`src/rtl/score_line_formatter.sv`:
```
// Converts latched current/best scores to BCD with a serial double-dabble engine
// and streams one LCD row ("PTS:sss MAX:bbb ") as ASCII characters with DDRAM addresses.
module score_line_formatter #(
    parameter int         COLS     = 16,
    parameter logic [6:0] ROW_BASE = 7'h40,
    parameter bit         LZ_BLANK = 1'b1
) (
    input  logic       clk,
    input  logic       reset,
    input  logic       start_i,
    input  logic [7:0] score_i,
    input  logic [7:0] best_i,
    output logic [7:0] char_o,
    output logic [6:0] addr_o,
    output logic       char_valid_o,
    input  logic       char_ready_i,
    output logic       busy_o,
    output logic       done_o
);

    localparam int            CW       = (COLS > 1) ? $clog2(COLS) : 1;
    localparam logic [CW-1:0] LAST_COL = CW'(COLS - 1);

    typedef enum logic [2:0] {
        IDLE,
        CONV_S,
        CONV_B,
        EMIT,
        DONE
    } state_t;

    state_t        state;
    state_t        state_next;

    logic [7:0]    score_lat;
    logic [7:0]    best_lat;
    logic [7:0]    bin_sh;
    logic [7:0]    shift_src;
    logic [11:0]   score_bcd;
    logic [11:0]   best_bcd;
    logic [2:0]    shift_cnt;
    logic [CW-1:0] col;
    logic          xfer;
    logic [7:0]    char_sel;

    // One double-dabble step: correct every nibble >= 5, then shift in the next binary bit.
    function automatic logic [11:0] dabble_step(input logic [11:0] bcd, input logic bit_in);
        logic [11:0] adj;
        adj = bcd;
        for (int n = 0; n < 3; n++) begin
            if (adj[4*n +: 4] >= 4'd5) begin
                adj[4*n +: 4] = adj[4*n +: 4] + 4'd3;
            end
        end
        return (adj << 1) | {11'b0, bit_in};
    endfunction

    function automatic logic [7:0] digit_char(input logic [3:0] d, input logic blank);
        return blank ? 8'h20 : (8'h30 + {4'h0, d});
    endfunction

    always_ff @(posedge clk) begin
        if (reset) begin
            state <= IDLE;
        end else begin
            state <= state_next;
        end
    end

    always_comb begin
        state_next   = state;
        char_valid_o = 1'b0;
        done_o       = 1'b0;
        busy_o       = (state != IDLE);
        case (state)
            IDLE: begin
                if (start_i) begin
                    state_next = CONV_S;
                end
            end
            CONV_S: begin
                if (shift_cnt == 3'd7) begin
                    state_next = CONV_B;
                end
            end
            CONV_B: begin
                if (shift_cnt == 3'd7) begin
                    state_next = EMIT;
                end
            end
            EMIT: begin
                char_valid_o = 1'b1;
                if (char_ready_i && (col == LAST_COL)) begin
                    state_next = DONE;
                end
            end
            DONE: begin
                done_o     = 1'b1;
                state_next = IDLE;
            end
            default: state_next = IDLE;
        endcase
    end

    assign xfer = (state == EMIT) && char_ready_i;

    // The first shift of each conversion takes its bits straight from the latched score,
    // so the latched values themselves are never modified while a line is in flight.
    always_comb begin
        shift_src = bin_sh;
        if (shift_cnt == 3'd0) begin
            if (state == CONV_S) begin
                shift_src = score_lat;
            end else if (state == CONV_B) begin
                shift_src = best_lat;
            end
        end
    end

    always_ff @(posedge clk) begin
        if (reset) begin
            score_lat <= 8'h00;
            best_lat  <= 8'h00;
            bin_sh    <= 8'h00;
            score_bcd <= 12'h000;
            best_bcd  <= 12'h000;
            shift_cnt <= 3'd0;
            col       <= '0;
        end else begin
            case (state)
                IDLE: begin
                    if (start_i) begin
                        score_lat <= score_i;
                        best_lat  <= best_i;
                        score_bcd <= 12'h000;
                        best_bcd  <= 12'h000;
                        shift_cnt <= 3'd0;
                        col       <= '0;
                    end
                end
                CONV_S: begin
                    score_bcd <= dabble_step(score_bcd, shift_src[7]);
                    bin_sh    <= {shift_src[6:0], 1'b0};
                    shift_cnt <= shift_cnt + 3'd1;
                end
                CONV_B: begin
                    best_bcd  <= dabble_step(best_bcd, shift_src[7]);
                    bin_sh    <= {shift_src[6:0], 1'b0};
                    shift_cnt <= shift_cnt + 3'd1;
                end
                EMIT: begin
                    if (xfer && (col != LAST_COL)) begin
                        col <= col + 1'b1;
                    end
                end
                default: ;
            endcase
        end
    end

    // Leading-zero blanking: tens is blanked only when hundreds is blanked too.
    always_comb begin
        char_sel = 8'h20;
        case (col)
            CW'(0):  char_sel = "P";
            CW'(1):  char_sel = "T";
            CW'(2):  char_sel = "S";
            CW'(3):  char_sel = ":";
            CW'(4):  char_sel = digit_char(score_bcd[11:8], LZ_BLANK && (score_bcd[11:8] == 4'h0));
            CW'(5):  char_sel = digit_char(score_bcd[7:4], LZ_BLANK && (score_bcd[11:4] == 8'h00));
            CW'(6):  char_sel = digit_char(score_bcd[3:0], 1'b0);
            CW'(8):  char_sel = "M";
            CW'(9):  char_sel = "A";
            CW'(10): char_sel = "X";
            CW'(11): char_sel = ":";
            CW'(12): char_sel = digit_char(best_bcd[11:8], LZ_BLANK && (best_bcd[11:8] == 4'h0));
            CW'(13): char_sel = digit_char(best_bcd[7:4], LZ_BLANK && (best_bcd[11:4] == 8'h00));
            CW'(14): char_sel = digit_char(best_bcd[3:0], 1'b0);
            default: char_sel = 8'h20;
        endcase
    end

    assign char_o = (state == EMIT) ? char_sel : 8'h00;
    assign addr_o = (state == EMIT) ? (ROW_BASE + 7'(col)) : 7'h00;

endmodule

```
`config.mk`:
```
export PLATFORM = sky130hd
export DESIGN_NAME = score_line_formatter
export DESIGN_NICKNAME = d
export VERILOG_FILES = /design/src/rtl/score_line_formatter.sv
export SDC_FILE = /design/constraint.sdc
export NUM_CORES = 1
export LEC_CHECK = 0
export CAP_MARGIN = 10
export CORE_UTILIZATION = 30
export CTS_BUF_LIST = sky130_fd_sc_hd__clkbuf_4 sky130_fd_sc_hd__clkbuf_8
export CTS_CLUSTER_DIAMETER = 100
export DETAILED_ROUTE_END_ITERATION = 12
export HOLD_SLACK_MARGIN = 0.05
export SLEW_MARGIN = 5
export SYNTH_ARGS = -nofsm -noshare
export SYNTH_HDL_FRONTEND = slang
export SYNTH_SLANG_ARGS = --single-unit
```
`constraint.sdc`:
```
create_clock -name clk -period 1.95 [get_ports clk]
set_input_delay 0.2925 -clock clk [delete_from_list [all_inputs] [get_ports clk]]
set_output_delay 0.2925 -clock clk [all_outputs]
set_load 0.05 [all_outputs]
```
; ---- Yosys cells after proc, flatten, opt, wreduce, memory -nomap -nowiden
; Cells that the tools add are included.
[word_totals]
elab_cells = 122
ff_bits = 57
out_inout_bits = 18
input_bits = 20
[op_classes]
add_sub_neg = 15
muxes = 43
magnitude_cmp = 6
eq_ne = 25
n_reduce_logical = 23
bitwise_logic = 2
[ops]
columns = operator, n
row1 = $pmux W7 S13, 1
row2 = $mux W4, 14
row3 = $pmux W12 S2, 2
row4 = $add A6 B4 Y7 const A, 6
row5 = $mux W7, 5
row6 = $mux W3, 11
row7 = $eq A4 B4 Y1 const B, 8
row8 = $mux W8, 4
row9 = $ge A4 B3 Y1 const B, 6
row10 = $or A12 B1 Y12, 2
row11 = $add A4 B2 Y4 const B, 4
row12 = $logic_not A8 Y1, 2
row13 = $eq A4 B3 Y1 const B, 3
row14 = $logic_not A4 Y1, 3
row15 = $mux W12, 1
row16 = $pmux W3 S4, 1
row17 = $eq A4 B2 Y1 const B, 2
row18 = $ne A2 B2 Y1 const B, 4
row19 = $pmux W4 S2, 1
row20 = $reduce_and A2 Y1, 4
row21 = $reduce_bool A2 Y1, 4
row22 = $add A7 B4 Y7 const A, 1
row23 = $add A3 B2 Y3 const B, 2
row24 = $eq A3 B2 Y1 const B, 2
row25 = other kinds (15), 21

; ---- Logic depth before layout (Yosys ltp)
[depth]
depth_word = 6
depth_mapped = 7
mapped_depth_nobuf = 6

; ---- Worst setup path before layout
; OpenSTA, ideal clock, no wires.
[synth_path]
path_type = register -> output
startpoint = register col[0]
endpoint = output char_o[3]
arrival_time_ns = 2.424
stages_incl_launch_ff = 7
required_ns = 1.657
path_buffers = 1
slack_ns = -0.767
path_cell_list = dfxtp_1 inv_1 ha_1 clkbuf_1 a222oi_1 mux2_2 a221oi_1
[synth_between]
elab_chain_len = 4
elab_cells_between_ends = 17
classes_between = 13 x eq/ne / 2 x mux / 2 x reduce/logical
[synth_rtl]
columns = element, line_no
row1 = "start, declared", 42  ; logic [CW-1:0] col;
row2 = "start signal, assigned", 153  ; col <= col + 1'b1;
row3 = $eq A4 B4 Y1 or $eq A4 B2 Y1 (tied branches), 164  ; case (col)
row4 = $reduce_or A2 Y1 (no source line), n/a
row5 = $pmux W7 S13 (*), 164
row6 = $mux W8 (*), 183  ; assign char_o = (state == EMIT) ? char_sel : 8'h00;
row7 = "end, declared", 13  ; output logic [7:0] char_o,
; Every way passes the cells marked *; elsewhere a longest branch is shown, timed or not.

; ---- Worst setup path after layout
[layout_path]
startpoint = register col[1]
endpoint = output char_o[0]
; The elaborated chain is that of the path after synthesis.

==> results_dict.tcl <==
set metrics [dict create \
    slowest_delay_ns 0.36 \
    start_util_pct 31.4 \
    setup_tns_ns -1.22 \
    fin_nets 514 \
    yosys-top-cells-area "dfxtp_1 (35%), a21oi_1 (7.8%), ha_1 (7.2%)" \
    cts_root_buf "clkbuf_8" \
    post-route-period-util_pct 114 \
    final_hold_viol_count 0 \
    rsz0062_at_grt "yes" \
    cp_common_cell "a31oi_4" \
    synthTopCellsByCount "dfxtp_1 (57), a21oi_1 (51), nand2_1 (47), inv_1 (21), nand3_1 (20)" \
    gr-total-overflow 0 \
    syn_to_final_growth_pct 45.8 \
    setup_viol 5 \
    hold-worst-slack_ns 0.451 \
    finClkSkew_ns 0.00952 \
    hold_class "flop to flop" \
    async_flop_share_pct 0 \
    cts_buffers 9 \
    period_minus_slack_ns 2.21 \
    path_max_fanout 8 \
    ys_ff_latch 57 \
    seq_area_frac_synth_pct 34.8 \
    first_iter_violations 150 \
    antenna_cells 0 \
    clock_latency_ns 0.35 \
    status "finished, violations left" \
    fillerInstances 1018 \
    cp_slowest_cell "dfxtp_4" \
    wl_per_cell_microns 14.9 \
    ios 38 \
    dieArea_sq_um 11400 \
    grt_pass1_wl_microns 15600 \
    fmax_mhz 452 \
    ys.warnings.count 0 \
    holdBufCountCts 0 \
    critical_path_class "flop to output port" \
    crit_family "compound AO/OA/AOI/OAI gates" \
    cts_sinks 57 \
    syn_area_sq_um 3280 \
    path_buf_inv 2 \
    crit_path_cell_trace "inv_2 -> ha_4 -> nand3b_1 -> a31oi_4 -> a22oi_2 -> a31oi_4 -> buf_12" \
    dpl_cell_area_sq_um 4240 \
    fin_area_sq_um 4780 \
    grt_usage_pct 17.3 \
    fin_total_pwr_mw 2.70 \
    rows 37 \
    ant_nets 0 \
    antenna_found_initial 0 \
    register_area_sq_um 1160 \
    grt_max_degree 30 \
    synth_edf_count 0 \
    wl_microns 9180 \
    p_per_area_nw_per_um2 565 \
    cts_tree "done" \
    worstSetupStartpointType "flop" \
    vias 3220 \
    final_util_pct 45.7 \
    ir_drop_mv 0.416 \
    first_global_vias 3216 \
    cts.htree.levels 3 \
    core_area_sq_um 10500 \
    viasPerCell 5.23 \
    yosysTopAreaCellShare_pct 34.8 \
    synth_cells 405 \
    clock_path_buffers 2 \
    drive_above_1_share_pct 28.5 \
    ys.flop_type "dfxtp_1" \
    leakage_nw 1.75 \
    clkTransAtPathRegs_ns 0.07 \
    io_buffers 34 \
    critPathRequiredTime_ns 1.66 \
    synth_top_cell_by_area "dfxtp_1" \
    synth_most_common_cell "dfxtp_1" \
    gp_congestion 0.891 \
    syn_area_per_cell_sq_um 8.10 \
    max_cap_viol_count 0 \
    drc 0 \
    worstSetupEndpointType "output port" \
    die_w_microns 107 \
    critPathArrivalTime_ns 1.92 \
    violations "negative setup slack" \
    worst_slack_ns -0.264 \
    die_h_microns 107 \
    first_pass_iters 5 \
    yosysUniqueCellTypes 49 \
    slew_viol_final 0 \
    multi_input_area_sq_um 2250 \
    dpl.hpwl_microns 6450 \
]
## routing by layer
layer  part of all wire, %  GRT usage (%)
met1                    43           20.9
met4                   1.9           5.48
met2                    49           29.5
met3                   6.4           4.86
met5                     0              0
## path summary, 6_finish.rpt
path                      from           end  slack (ns)  cells after the start
setup / recovery        col[1]     char_o[0]       -0.26                      7
hold / removal    score_lat[7]  score_lat[7]        0.45                      2
setup reg to reg      state[0]  score_bcd[6]        0.26                      5
hold reg to reg   score_lat[7]  score_lat[7]        0.45                      2
## cell usage in the layout (no fill, tap or decap), types with 3 or more instances in the layout
cell              n
o211ai_1          6
o41ai_1           3
or3_1             6
a221o_1           6
nor2_2            3
buf_12           14
nor2_1           15
nand2b_1          9
a21oi_1          48
xnor2_1           7
buf_4            48
clkdlybuf4s50_1  19
xor2_1            4
nor3b_4           4
o21ai_0          15
conb_1            3
ha_1             13
mux2i_1           8
nand2_1          47
nand3_1          19
a21oi_2           4
nand4_1           3
a22o_1           14
inv_1            16
buf_6             7
nor2b_1           3
dfxtp_4           3
dfxtp_1          49
clkbuf_8          9
ha_4              6
dfxtp_2           5
a22oi_2           4
and2_1            4
a31oi_4           4
inv_2             4
nor3_1            9
## state kept, by name, indices dropped and copies added (netlist names)
name and cells:
best_bcd 12, score_bcd 12, best_lat 8, score_lat 8
bin_sh 7, col 4, shift_cnt 3, state 3
## repair_timing
item | in CTS | in global routing
setup buffers | 6 | 2
resized for setup | 54 | 9
setup endpoints to repair | 7 | 7
pin swaps | 19 | 7
## power breakdown
group | internal, mW | switching, mW
Sequential | 1.19 | 0.0187
Combinational | 0.108 | 0.149
Clock | 0.718 | 0.519
Total | 2.02 | 0.687
## worst register-to-register path, delay by kind of cell, from the launching register on
family	cells	cell delay [ns]
and+or+nand+nor	3	0.85
DFF	1	0.31
buffers and inverters	1	0.18
AOI/OAI and AO/OA	1	0.24
## cells by family (layout without fill, tap and decap cells)
| logic type | Yosys count | in the layout | share of synthesized area (%) |
|---|---|---|---|
| AND/OR/NAND/NOR | 139 | 139 | 21.9 |
| buffers and inverters | 52 | 125 | 6.98 |
| adder cells (fa/ha/maj) | 19 | 19 | 7.24 |
| multiplexers | 10 | 10 | 3.13 |
| other | 1 | 3 | 0.114 |
| XOR/XNOR | 11 | 11 | 2.94 |
| AO/OA/AOI/OAI | 116 | 116 | 23.0 |
| flip-flops | 57 | 57 | 34.8 |
## through the flow
step / setup slack [ns] / instances
finish: -0.264 / 616
global route: -0.344 / 616
CTS: -0.287 / 614
detailed placement: -0.0814 / 593
global placement: -0.0487 / 593
floorplan: -0.0569 / 407
## final cells by class
cell class,count,share of cell area (%)
Clock buffer,9,2.59
Clock inverter,7,1.99
Inverter,21,1.70
Multi-Input combinational cell,298,46.9
Sequential cell,57,24.2
Tap cell,136,3.56
Timing Repair Buffer,88,19.0
Power figures use the tool's default switching activity.
